===== src/rtl/instr_fetch_queue.sv =====
// instr_fetch_queue: small FIFO of {instruction, pc} pairs between fetch and decode.
// A taken branch (flush) discards every stored entry; reset clears pointers and occupancy.
// Optional macro FETCH_QUEUE_BYPASS_EN: when the queue is empty, the fetch input is
// forwarded straight to the decoder in the same cycle. If it is consumed there, it is not stored.
module instr_fetch_queue #(
  parameter int DEPTH = 4,
  parameter int PTR_W = 2,
  parameter int PC_W  = 8
) (
  input  logic             clk,
  input  logic             rst,
  input  logic             in_valid,
  input  logic [31:0]      in_instr,
  input  logic [PC_W-1:0]  in_pc,
  output logic             in_ready,
  output logic             out_valid,
  output logic [31:0]      out_instr,
  output logic [PC_W-1:0]  out_pc,
  input  logic             out_ready,
  input  logic             flush,
  output logic [PTR_W:0]   count
);

  localparam logic [PTR_W:0] FULL_CNT = (PTR_W+1)'(DEPTH);

  logic [31+PC_W:0] mem_q [DEPTH];
  logic [PTR_W-1:0] rd_ptr_q, rd_ptr_d;
  logic [PTR_W-1:0] wr_ptr_q, wr_ptr_d;
  logic [PTR_W:0]   count_q, count_d;

  logic             empty;
  logic             bypass;
  logic             push_wr;
  logic             pop_fifo;
  logic [31+PC_W:0] head;

  // Handshake, bypass decision and head selection
  always_comb begin
    empty    = (count_q == '0);
    in_ready = (count_q != FULL_CNT);
`ifdef FETCH_QUEUE_BYPASS_EN
    // Bypass is suppressed by flush and while reset is asserted.
    bypass   = empty && in_valid && !flush && !rst;
`else
    bypass   = 1'b0;
`endif
    // A bypassed entry that the decoder takes this cycle never lands in storage.
    push_wr  = in_valid && in_ready && !flush && !(bypass && out_ready);
    pop_fifo = !empty && out_ready;
    head     = mem_q[rd_ptr_q];
    out_valid = !empty || bypass;
    out_instr = '0;
    out_pc    = '0;
    if (bypass) begin
      out_instr = in_instr;
      out_pc    = in_pc;
    end else if (!empty) begin
      out_instr = head[31+PC_W:PC_W];
      out_pc    = head[PC_W-1:0];
    end
    count = count_q;
  end

  // Next-state for pointers and occupancy; flush wins over push and pop
  always_comb begin
    rd_ptr_d = rd_ptr_q;
    wr_ptr_d = wr_ptr_q;
    count_d  = count_q;
    if (flush) begin
      rd_ptr_d = '0;
      wr_ptr_d = '0;
      count_d  = '0;
    end else begin
      if (push_wr)  wr_ptr_d = wr_ptr_q + 1'b1;
      if (pop_fifo) rd_ptr_d = rd_ptr_q + 1'b1;
      case ({push_wr, pop_fifo})
        2'b10:   count_d = count_q + 1'b1;
        2'b01:   count_d = count_q - 1'b1;
        default: count_d = count_q;
      endcase
    end
  end

  // Control state registers with asynchronous reset
  always_ff @(posedge clk or posedge rst) begin
    if (rst) begin
      rd_ptr_q <= '0;
      wr_ptr_q <= '0;
      count_q  <= '0;
    end else begin
      rd_ptr_q <= rd_ptr_d;
      wr_ptr_q <= wr_ptr_d;
      count_q  <= count_d;
    end
  end

  // Entry storage; contents are not cleared, occupancy alone marks them live
  always_ff @(posedge clk) begin
    if (push_wr) mem_q[wr_ptr_q] <= {in_instr, in_pc};
  end

endmodule

===== config.mk =====
export PLATFORM = sky130hd
export DESIGN_NAME = instr_fetch_queue
export DESIGN_NICKNAME = d
export VERILOG_FILES = /design/src/rtl/instr_fetch_queue.sv
export SDC_FILE = /design/constraint.sdc
export NUM_CORES = 1
export LEC_CHECK = 0
export CAP_MARGIN = 10
export CORE_MARGIN = 3
export CORE_UTILIZATION = 50
export DETAILED_ROUTE_END_ITERATION = 10
export MAX_ROUTING_LAYER = met4
export PLACE_DENSITY = 0.74
export SETUP_SLACK_MARGIN = 0.2
export SLEW_MARGIN = 40
export SYNTH_ARGS = -nofsm -noshare
export SYNTH_HDL_FRONTEND = slang
export SYNTH_SLANG_ARGS = --single-unit

===== constraint.sdc =====
create_clock -name clk -period 4 [get_ports clk]
set_input_delay 0.6 -clock clk [delete_from_list [all_inputs] [get_ports clk]]
set_output_delay 0.6 -clock clk [all_outputs]
set_load 0.1 [all_outputs]

Word-level counts from Yosys, hierarchy flattened
Memory sizes are Yosys's and may differ from the RTL's.
Cells that the tools add are included.
{ "word_totals": {"ram_bits": 160, "n_memories": 1, "inputBits": 45, "reg_bits": 7} }
{ "memory_table": {"columns": ["memory", "depth", "word_bits", "read_ports", "rd_ports_with_merged_regs", "wr", "line_no", "source"], "rows": [
  ["mem_q", 4, 40, 1, 0, 1, "26", "logic [31+PC_W:0] mem_q [DEPTH];"]
]} }
{ "op_classes": {"muxes": 10, "n_reduce_logical": 9, "n_addsub": 4, "n_eq_ne": 3} }
{ "op_table": {"columns": ["cell", "n"], "rows": [
  ["32-bit 2-to-1 mux", 1],
  ["2-bit 2-to-1 mux", 4],
  ["8-bit 2-to-1 mux", 1],
  ["3-bit case mux with 2 select lines", 1],
  ["2-bit by 1-bit adder with 2-bit output (second input constant)", 2],
  ["2-bit nonzero test", 2],
  ["3-bit by 1-bit adder with 3-bit output (second input constant)", 1],
  ["1-bit logical AND", 3],
  ["3-bit zero test", 1],
  ["3-bit 2-to-1 mux", 1],
  ["3-bit != test (second input constant)", 1],
  ["3-bit nonzero test", 1],
  ["3-bit by 1-bit subtractor with 3-bit output (second input constant)", 1],
  ["2-bit by 1-bit equality test with 1-bit output (second input constant)", 1],
  ["2-bit equality test (second input constant)", 1],
  ["1-bit zero test", 2],
  ["1-bit 2-to-1 mux", 2]
]} }

Logic depth before layout (Yosys ltp)
Gate-level depths: netlist (run 1).
{ "logic_depth": {"depth_word": 6, "depth_mapped": 9, "mapped_depth_nobuf": 8} }

Least setup slack after synthesis (run 1)
OpenSTA, ideal clock, no wires.
{ "synth_path": {"path_type": "reg2out", "from": "reg count_q[0] (netlist: count[0])", "to": "out out_instr[29]", "path_stages_with_launch": 5, "t_arrival_ps": 3236, "path_buffers": 2, "slack_ps": 164, "path_cell_list": "dfrtp_1 > or3_1 > buf_2 > clkbuf_1 > and2_1"} }
{ "synth_between": {"elab_chain_cells": 2} }
{ "synth_lines": {"columns": ["item", "line_no", "source"], "rows": [
  ["from (decl)", "29", "logic [PTR_W:0] count_q, count_d;"],
  ["from (signal assigned)", "93", "count_q <= count_d;"],
  ["3-bit zero test", "39", "empty = (count_q == '0);"],
  ["32-bit 2-to-1 mux", "57", "end else if (!empty) begin"],
  ["to (decl)", "17", "output logic [31:0] out_instr,"]
]} }
Every way passes these cells.

Final worst setup path (run 1)
{ "layout_path": {"from": "reg rd_ptr_q[0]", "to": "out out_instr[31]"} }
{ "layout_between": {"elab_chain_cells": 2} }
{ "layout_lines": {"columns": ["item", "line_no", "source"], "rows": [
  ["from (decl)", "27", "logic [PTR_W-1:0] rd_ptr_q, rd_ptr_d;"],
  ["from (signal assigned)", "91", "rd_ptr_q <= rd_ptr_d;"],
  ["memory read 4 x 40 bit", null, null],
  ["32-bit 2-to-1 mux", "57", null]
]} }
Every way passes these cells.

==> flow_summary.ini, run 1 <==
[final_layout]
seqCellArea_sq_um = 4990
finish.instance_area_sq_um = 8110
fill_cells = 919
final_nets = 468
area_delta_synth_final_pct = 22.1
multiInputGateArea_sq_um = 1500
drive_gt1_share_pct = 29.2

[hold_path]
holdCritPathClass = input port to async pin

[clocking]
clk-insertion-delay-late_ns = 0.42
clock-root-buffer = clkbuf_16
cts_hold_buf = 0
cts_buffers = 17
ctsResizeCount = 0
clk_pin_slew_ns = 0.06
cts-htree-levels = 4
cts.sinks = 167
clock_path_buffers = 2
cts_tree = yes
post_cts_buffers = 0

[synth]
yosys.area.top_type = edfxtp_1
ys_seq_area_share_pct = 74.9
synth.cell_area_sq_um = 6650
synth_area_leaders = edfxtp_1 (72%), mux4_2 (13%), and2_1 (4.1%)
synth_edf_count = 160
synth_ff_type = edfxtp_1
synth.top_cell.area_share_pct = 72.3
synth_cell_types = 32
async_flop_share_pct = 4.19
syn_nets = 369
synthCells = 319
ys_ff_latch = 167
syn_area_per_cell_sq_um = 20.8
yosysWarnings = 0

[setup_path]
start_kind = flip-flop
crit_slowest_cell = dfrtp_4
crit_end = out_instr[31]
r2r_end = count[1]$_DFFE_PP0P_
worstPathMaxFanout = 24
worstPathArrival_ns = 2.33
r2r_slack_ns = 1.58
cpPeakStageDelay_ns = 0.67
path_cells = buf_12 > mux4_2 > and2_1 > buf_4
critPathRequiredTime_ns = 3.40
cp-end-kind = primary output
critPathKind = flip-flop to primary output
reg2reg_from = count[1]$_DFFE_PP0P_
r2r_cells = 8
cp-startpoint = rd_ptr_q[0]$_DFFE_PP0P_

[route]
drtIter0Drc = 301
via_per_inst = 5.35
drt-total-wl_um = 11500
vias = 3229
dr.pass1.iters = 4
drtAntennaViolNets = 0
wl_per_cell_um = 19.0
drc = 0

[placed_design]
placed_cell_area_sq_um = 7570
io_buffers = 89
gp_congestion = 0.830
hpwl_um = 7160

[global_route]
grt_antenna_before_repair = 1
grt_pass1_wl_um = 18300
grt_usage_pct = 17.3
grt_start_max_net_pins = 44
grt_pass1_vias = 3383
grt_overflow = 0

[floorplanning]
pin_count = 90
core-area_sq_um = 12800
die_height_um = 121
die_area_sq_um = 14700
rows = 41
die_w_um = 121
start_util_pct = 51.8

[sta]
maxSlewHeadroom_pct = 58.4
max_freq_mhz = 341
grt_setup_unrepaired = no
worst_slew_pin_slew_ns = 0.625
fin_crit_ns = 2.93
slew_viol_final = 0
fin_crit_sh_pct = 73.3
fin_skew_ns = 0.00951
tns_ns = 0
final-hold-violation-count = 0
setup_violations = 0

[pwr]
p_total_w = 0.00508
powerDensity_nw_per_um2 = 626
ir_worst_vdd_mv = 0.343
p_leak_nw = 2.74

[run_status]
status = finished clean

[job]
max_cap_violations = 0
-- area by class of cell --
type | instances | area share [%]
flip-flops and latches | 167 | 61.5
clock buffers | 19 | 5.34
clock inverters | 13 | 1.39
inverters | 6 | 0.278
repair buffers | 97 | 10.4
multi-input cells | 129 | 18.5
diodes | 1 | 0.0308
well taps | 172 | 2.65
-- logic make-up (layout without fill, tap and decap cells) --
logic type	after synthesis	count (layout)	synth area share [%]
other	0	1	0
AND/OR/NAND/NOR	68	68	6.00
XOR/XNOR	4	4	0.527
buffers and inverters	23	135	2.60
multiplexers	41	41	13.8
AO/OA/AOI/OAI	11	11	1.13
flip-flops	167	167	74.9
adder cells (fa/ha/maj)	5	5	1.05
-- worst min-delay path by stage --
| stage | from | slack (ns) | end | depth (start not counted) |
|---|---|---|---|---|
| 2_1_floorplan | rst | 0.40 | count[0]$_DFFE_PP0P_ | 1 |
| 3_3_place_gp | wr_ptr_q[1]$_DFFE_PP0P_ | 0.57 | wr_ptr_q[1]$_DFFE_PP0P_ | 2 |
| 3_5_place_dp | wr_ptr_q[1]$_DFFE_PP0P_ | 0.58 | wr_ptr_q[1]$_DFFE_PP0P_ | 2 |
| 4_1_cts | rst | 0.42 | count[1]$_DFFE_PP0P_ | 2 |
| 5_1_grt | rst | 0.45 | count[1]$_DFFE_PP0P_ | 2 |
| 6_report | rst | 0.42 | count[1]$_DFFE_PP0P_ | 2 |
-- critical path: cells and delay by family (launching register included) --
kind | cells | cell delay (ns)
flops | 1 | 0.67
buf+inv | 2 | 0.51
mux | 1 | 0.56
simple gates | 1 | 0.18
-- flip-flops by register name, indices dropped and copies added (netlist names) --
| register | cells |
|---|---|
| rd_ptr_q | 2 |
| count | 3 |
| mem_q | 160 |
| wr_ptr_q | 2 |
-- where the power goes --
group | total, W | internal, W | switching (W) | leakage (nW)
sequential | 0.00206 | 0.00200 | 0.0000629 | 1.54
combinational | 0.00154 | 0.000413 | 0.00112 | 0.934
clock | 0.00148 | 0.000900 | 0.000585 | 0.262
total | 0.00508 | 0.00331 | 0.00177 | 2.74
-- cells in the mapped netlist (4+ instances only) --
cell type and instances:
nand3_1 4, clkbuf_1 5, dfrtp_1 7, buf_12 4, nand2_1 6, and2_1 44
ha_1 4, nor2_1 7, buf_2 5, inv_1 6, mux4_2 39, edfxtp_1 160
-- layer usage --
metal | share of wire (%) | track usage (%) | vias up
met5 | 0 | - | -
met4 | 1.4 | 6.02 | 0
met3 | 4.6 | 4.99 | 14
met2 | 51 | 26.8 | 98
met1 | 44 | 22.3 | 1641
li1 | - | - | 1476
-- cell usage in the layout (no fill, tap or decap), types with 2 or more instances in the layout --
cell type,instances
edfxtp_1,160
buf_4,48
clkdlybuf4s50_1,44
and2_1,40
mux4_2,39
clkbuf_16,17
nor2_1,7
inv_1,6
nand2_1,6
clkinv_1,6
dfrtp_1,5
nand3_1,4
and2_2,4
ha_1,4
buf_2,4
o21ai_0,3
clkinv_2,3
a21oi_1,2
xnor2_1,2
or3_1,2
xor2_1,2
a31oi_1,2
bufinv_16,2
clkbuf_1,2
clkinvlp_4,2
dfrtp_4,2
-- per-stage QoR --
step | hold WS, ns | setup WS [ns] | std cells | utilization [%]
after floorplan | 0.403 | 0.663 | 319 | -
after global placement | 0.568 | 1.18 | 570 | 59.0
after detailed placement | 0.583 | 1.14 | 571 | 59.0
after CTS | 0.424 | 0.998 | 603 | 63.2
after global routing | 0.452 | 0.935 | 604 | 63.3
final | 0.421 | 1.07 | 604 | 63.3
(Power assumes the default switching activity.)
==> run 2: changes to the inputs <==
- CORE_UTILIZATION: 50 -> 49
- PLACE_DENSITY: 0.74 -> 0.75
- clock period: 4 -> 2.45 ns (I/O delays scaled with it)
==> flow_summary.ini, run 2 (synthesis gave the netlist of run 1 again) <==
[global_route]
grt_antenna_before_repair = 0
grt_start_max_net_pins = 28
grt_pass1_wl_um = 20400
grt_pass1_vias = 3595
grt_usage_pct = 19.2
grt_overflow = 0

[clocking]
cts_tree = yes
clock-root-buffer = clkbuf_16
clk-insertion-delay-late_ns = 0.41
clk_pin_slew_ns = 0.06
cts.sinks = 167
clock_path_buffers = 2
cts_hold_buf = 0
cts-htree-levels = 4
cts_buffers = 17

[setup_path]
path_cells = buf_12 > buf_12 > mux4_2 > and2_4 > buf_12
crit_path_frequent_cell = buf_12
crit_family = multiplexers
cpPeakStageDelay_ns = 0.53
cp-end-kind = primary output
worstPathArrival_ns = 2.01
critPathBufInv = 3
start_kind = flip-flop
critPathKind = flip-flop to primary output
crit_slowest_cell = mux4_2
worstPathMaxFanout = 8
critPathRequiredTime_ns = 2.08

[floorplanning]
start_util_pct = 51.4
die_w_um = 122
die_height_um = 122
rows = 41
pin_count = 90
core-area_sq_um = 12900
die_area_sq_um = 15000

[final_layout]
final_nets = 492
final_common_cell = edfxtp_1
drive_gt1_share_pct = 43.8
postLayoutCoreUtil_pct = 70.8
layout_common_cells = edfxtp_1 (160), buf_12 (51), clkdlybuf4s50_1 (44), mux4_2 (40), and2_4 (37)
regMostFlops = mem_q
area_delta_synth_final_pct = 37.6
largest_reg_flops = 160

[sta]
grt_setup_unrepaired = yes
slew_viol_final = 0
max_freq_mhz = 420
setup_violations = 0
finalWorstSetupSlack_ns = 0.0717
fin_crit_ns = 2.38
maxSlewHeadroom_pct = 72.9
worst_slew_pin_slew_ns = 0.407
final-hold-violation-count = 0
tns_ns = 0
fin_crit_sh_pct = 97.1
fin_skew_ns = 0.0106

[pwr]
powerDensity_nw_per_um2 = 1040
ir_worst_vdd_mv = 0.535
p_leak_nw = 3.12

[route]
wl_per_cell_um = 20.8
drtAntennaViolNets = 0
dr.pass1.iters = 4
drtIter0Drc = 370
drc = 0
vias = 3383
drt-total-wl_um = 13000
via_per_inst = 5.41

[placed_design]
gp_congestion = 0.840
hpwl_um = 7930
dp_slack_ns = 0.200
io_buffers = 89

[job]
max_cap_violations = 0

[run_status]
status = finished clean

[hold_path]
holdCritPathClass = input port to async pin
-- run 2: cell types whose count changed in the layout (fill, tap and decap cells not counted), sizes merged --
cell	before	now
buf	53	77
clkinv	9	7
inv	6	7
clkinvlp	2	0
bufinv	2	3
clkbuf	19	18
-- run 2: path summary, 6_finish.rpt --
check	startpoint	to	slack, ns	depth (start not counted)
worst max-delay path	rd_ptr_q[0]$_DFFE_PP0P_	out_instr[23]	0.07	5
worst min-delay path	rst	count[0]$_DFFE_PP0P_	0.19	2
worst max register to register	count[0]$_DFFE_PP0P_	count[1]$_DFFE_PP0P_	0.19	7
worst min register to register	wr_ptr_q[1]$_DFFE_PP0P_	wr_ptr_q[1]$_DFFE_PP0P_	0.58	2
max in group asynchronous	rst	rd_ptr_q[1]$_DFFE_PP0P_	2.00	2
min in group clk	wr_ptr_q[1]$_DFFE_PP0P_	wr_ptr_q[1]$_DFFE_PP0P_	0.58	2
-- run 2: report_power, final --
part / total (W) / leakage [nW] / internal (W) / switching, W
registers: 0.00331 / 1.54 / 0.00326 / 0.0000500
clock network: 0.00257 / 0.278 / 0.00157 / 0.000999
logic: 0.00362 / 1.31 / 0.00150 / 0.00212
-- run 2: what timing repair did --
| action | CTS | global route |
|---|---|---|
| gates resized for setup | 39 | 6 |
| setup endpoints to repair | 42 | 41 |
| gates cloned | 3 | 0 |
| pin swaps | 29 | 3 |
| setup buffers | 10 | 1 |
-- run 2: layout make-up --
type                            count  area, sq um
Inverter                            6         22.5
Antenna cell                        1         2.50
Fill cell                         797         3780
Sequential cell                   167         5000
Tap cell                          172          215
Multi-Input combinational cell    129         1620
Timing Repair Buffer              121         1730
Clock inverter                     11          134
Clock buffer                       18          429
-- run 2: metal layers --
layer	vias up	track usage (%)	routed length, um
met1	1750	25.1	5370
met4	0	5.46	122
met2	99	30.8	6940
met5	-	-	0
li1	1523	-	-
met3	11	4.47	556
-- run 2: per-stage QoR --
stage	area (sq um)	std cells	hold WS [ns]	total power, W
after floorplan	6730	319	0.171	0.00554
after global placement	8310	581	0.555	0.00660
after detailed placement	8310	581	0.569	0.00664
after CTS	9120	623	0.183	0.00954
after global routing	9150	624	0.221	0.00980
final	9150	625	0.189	0.00950
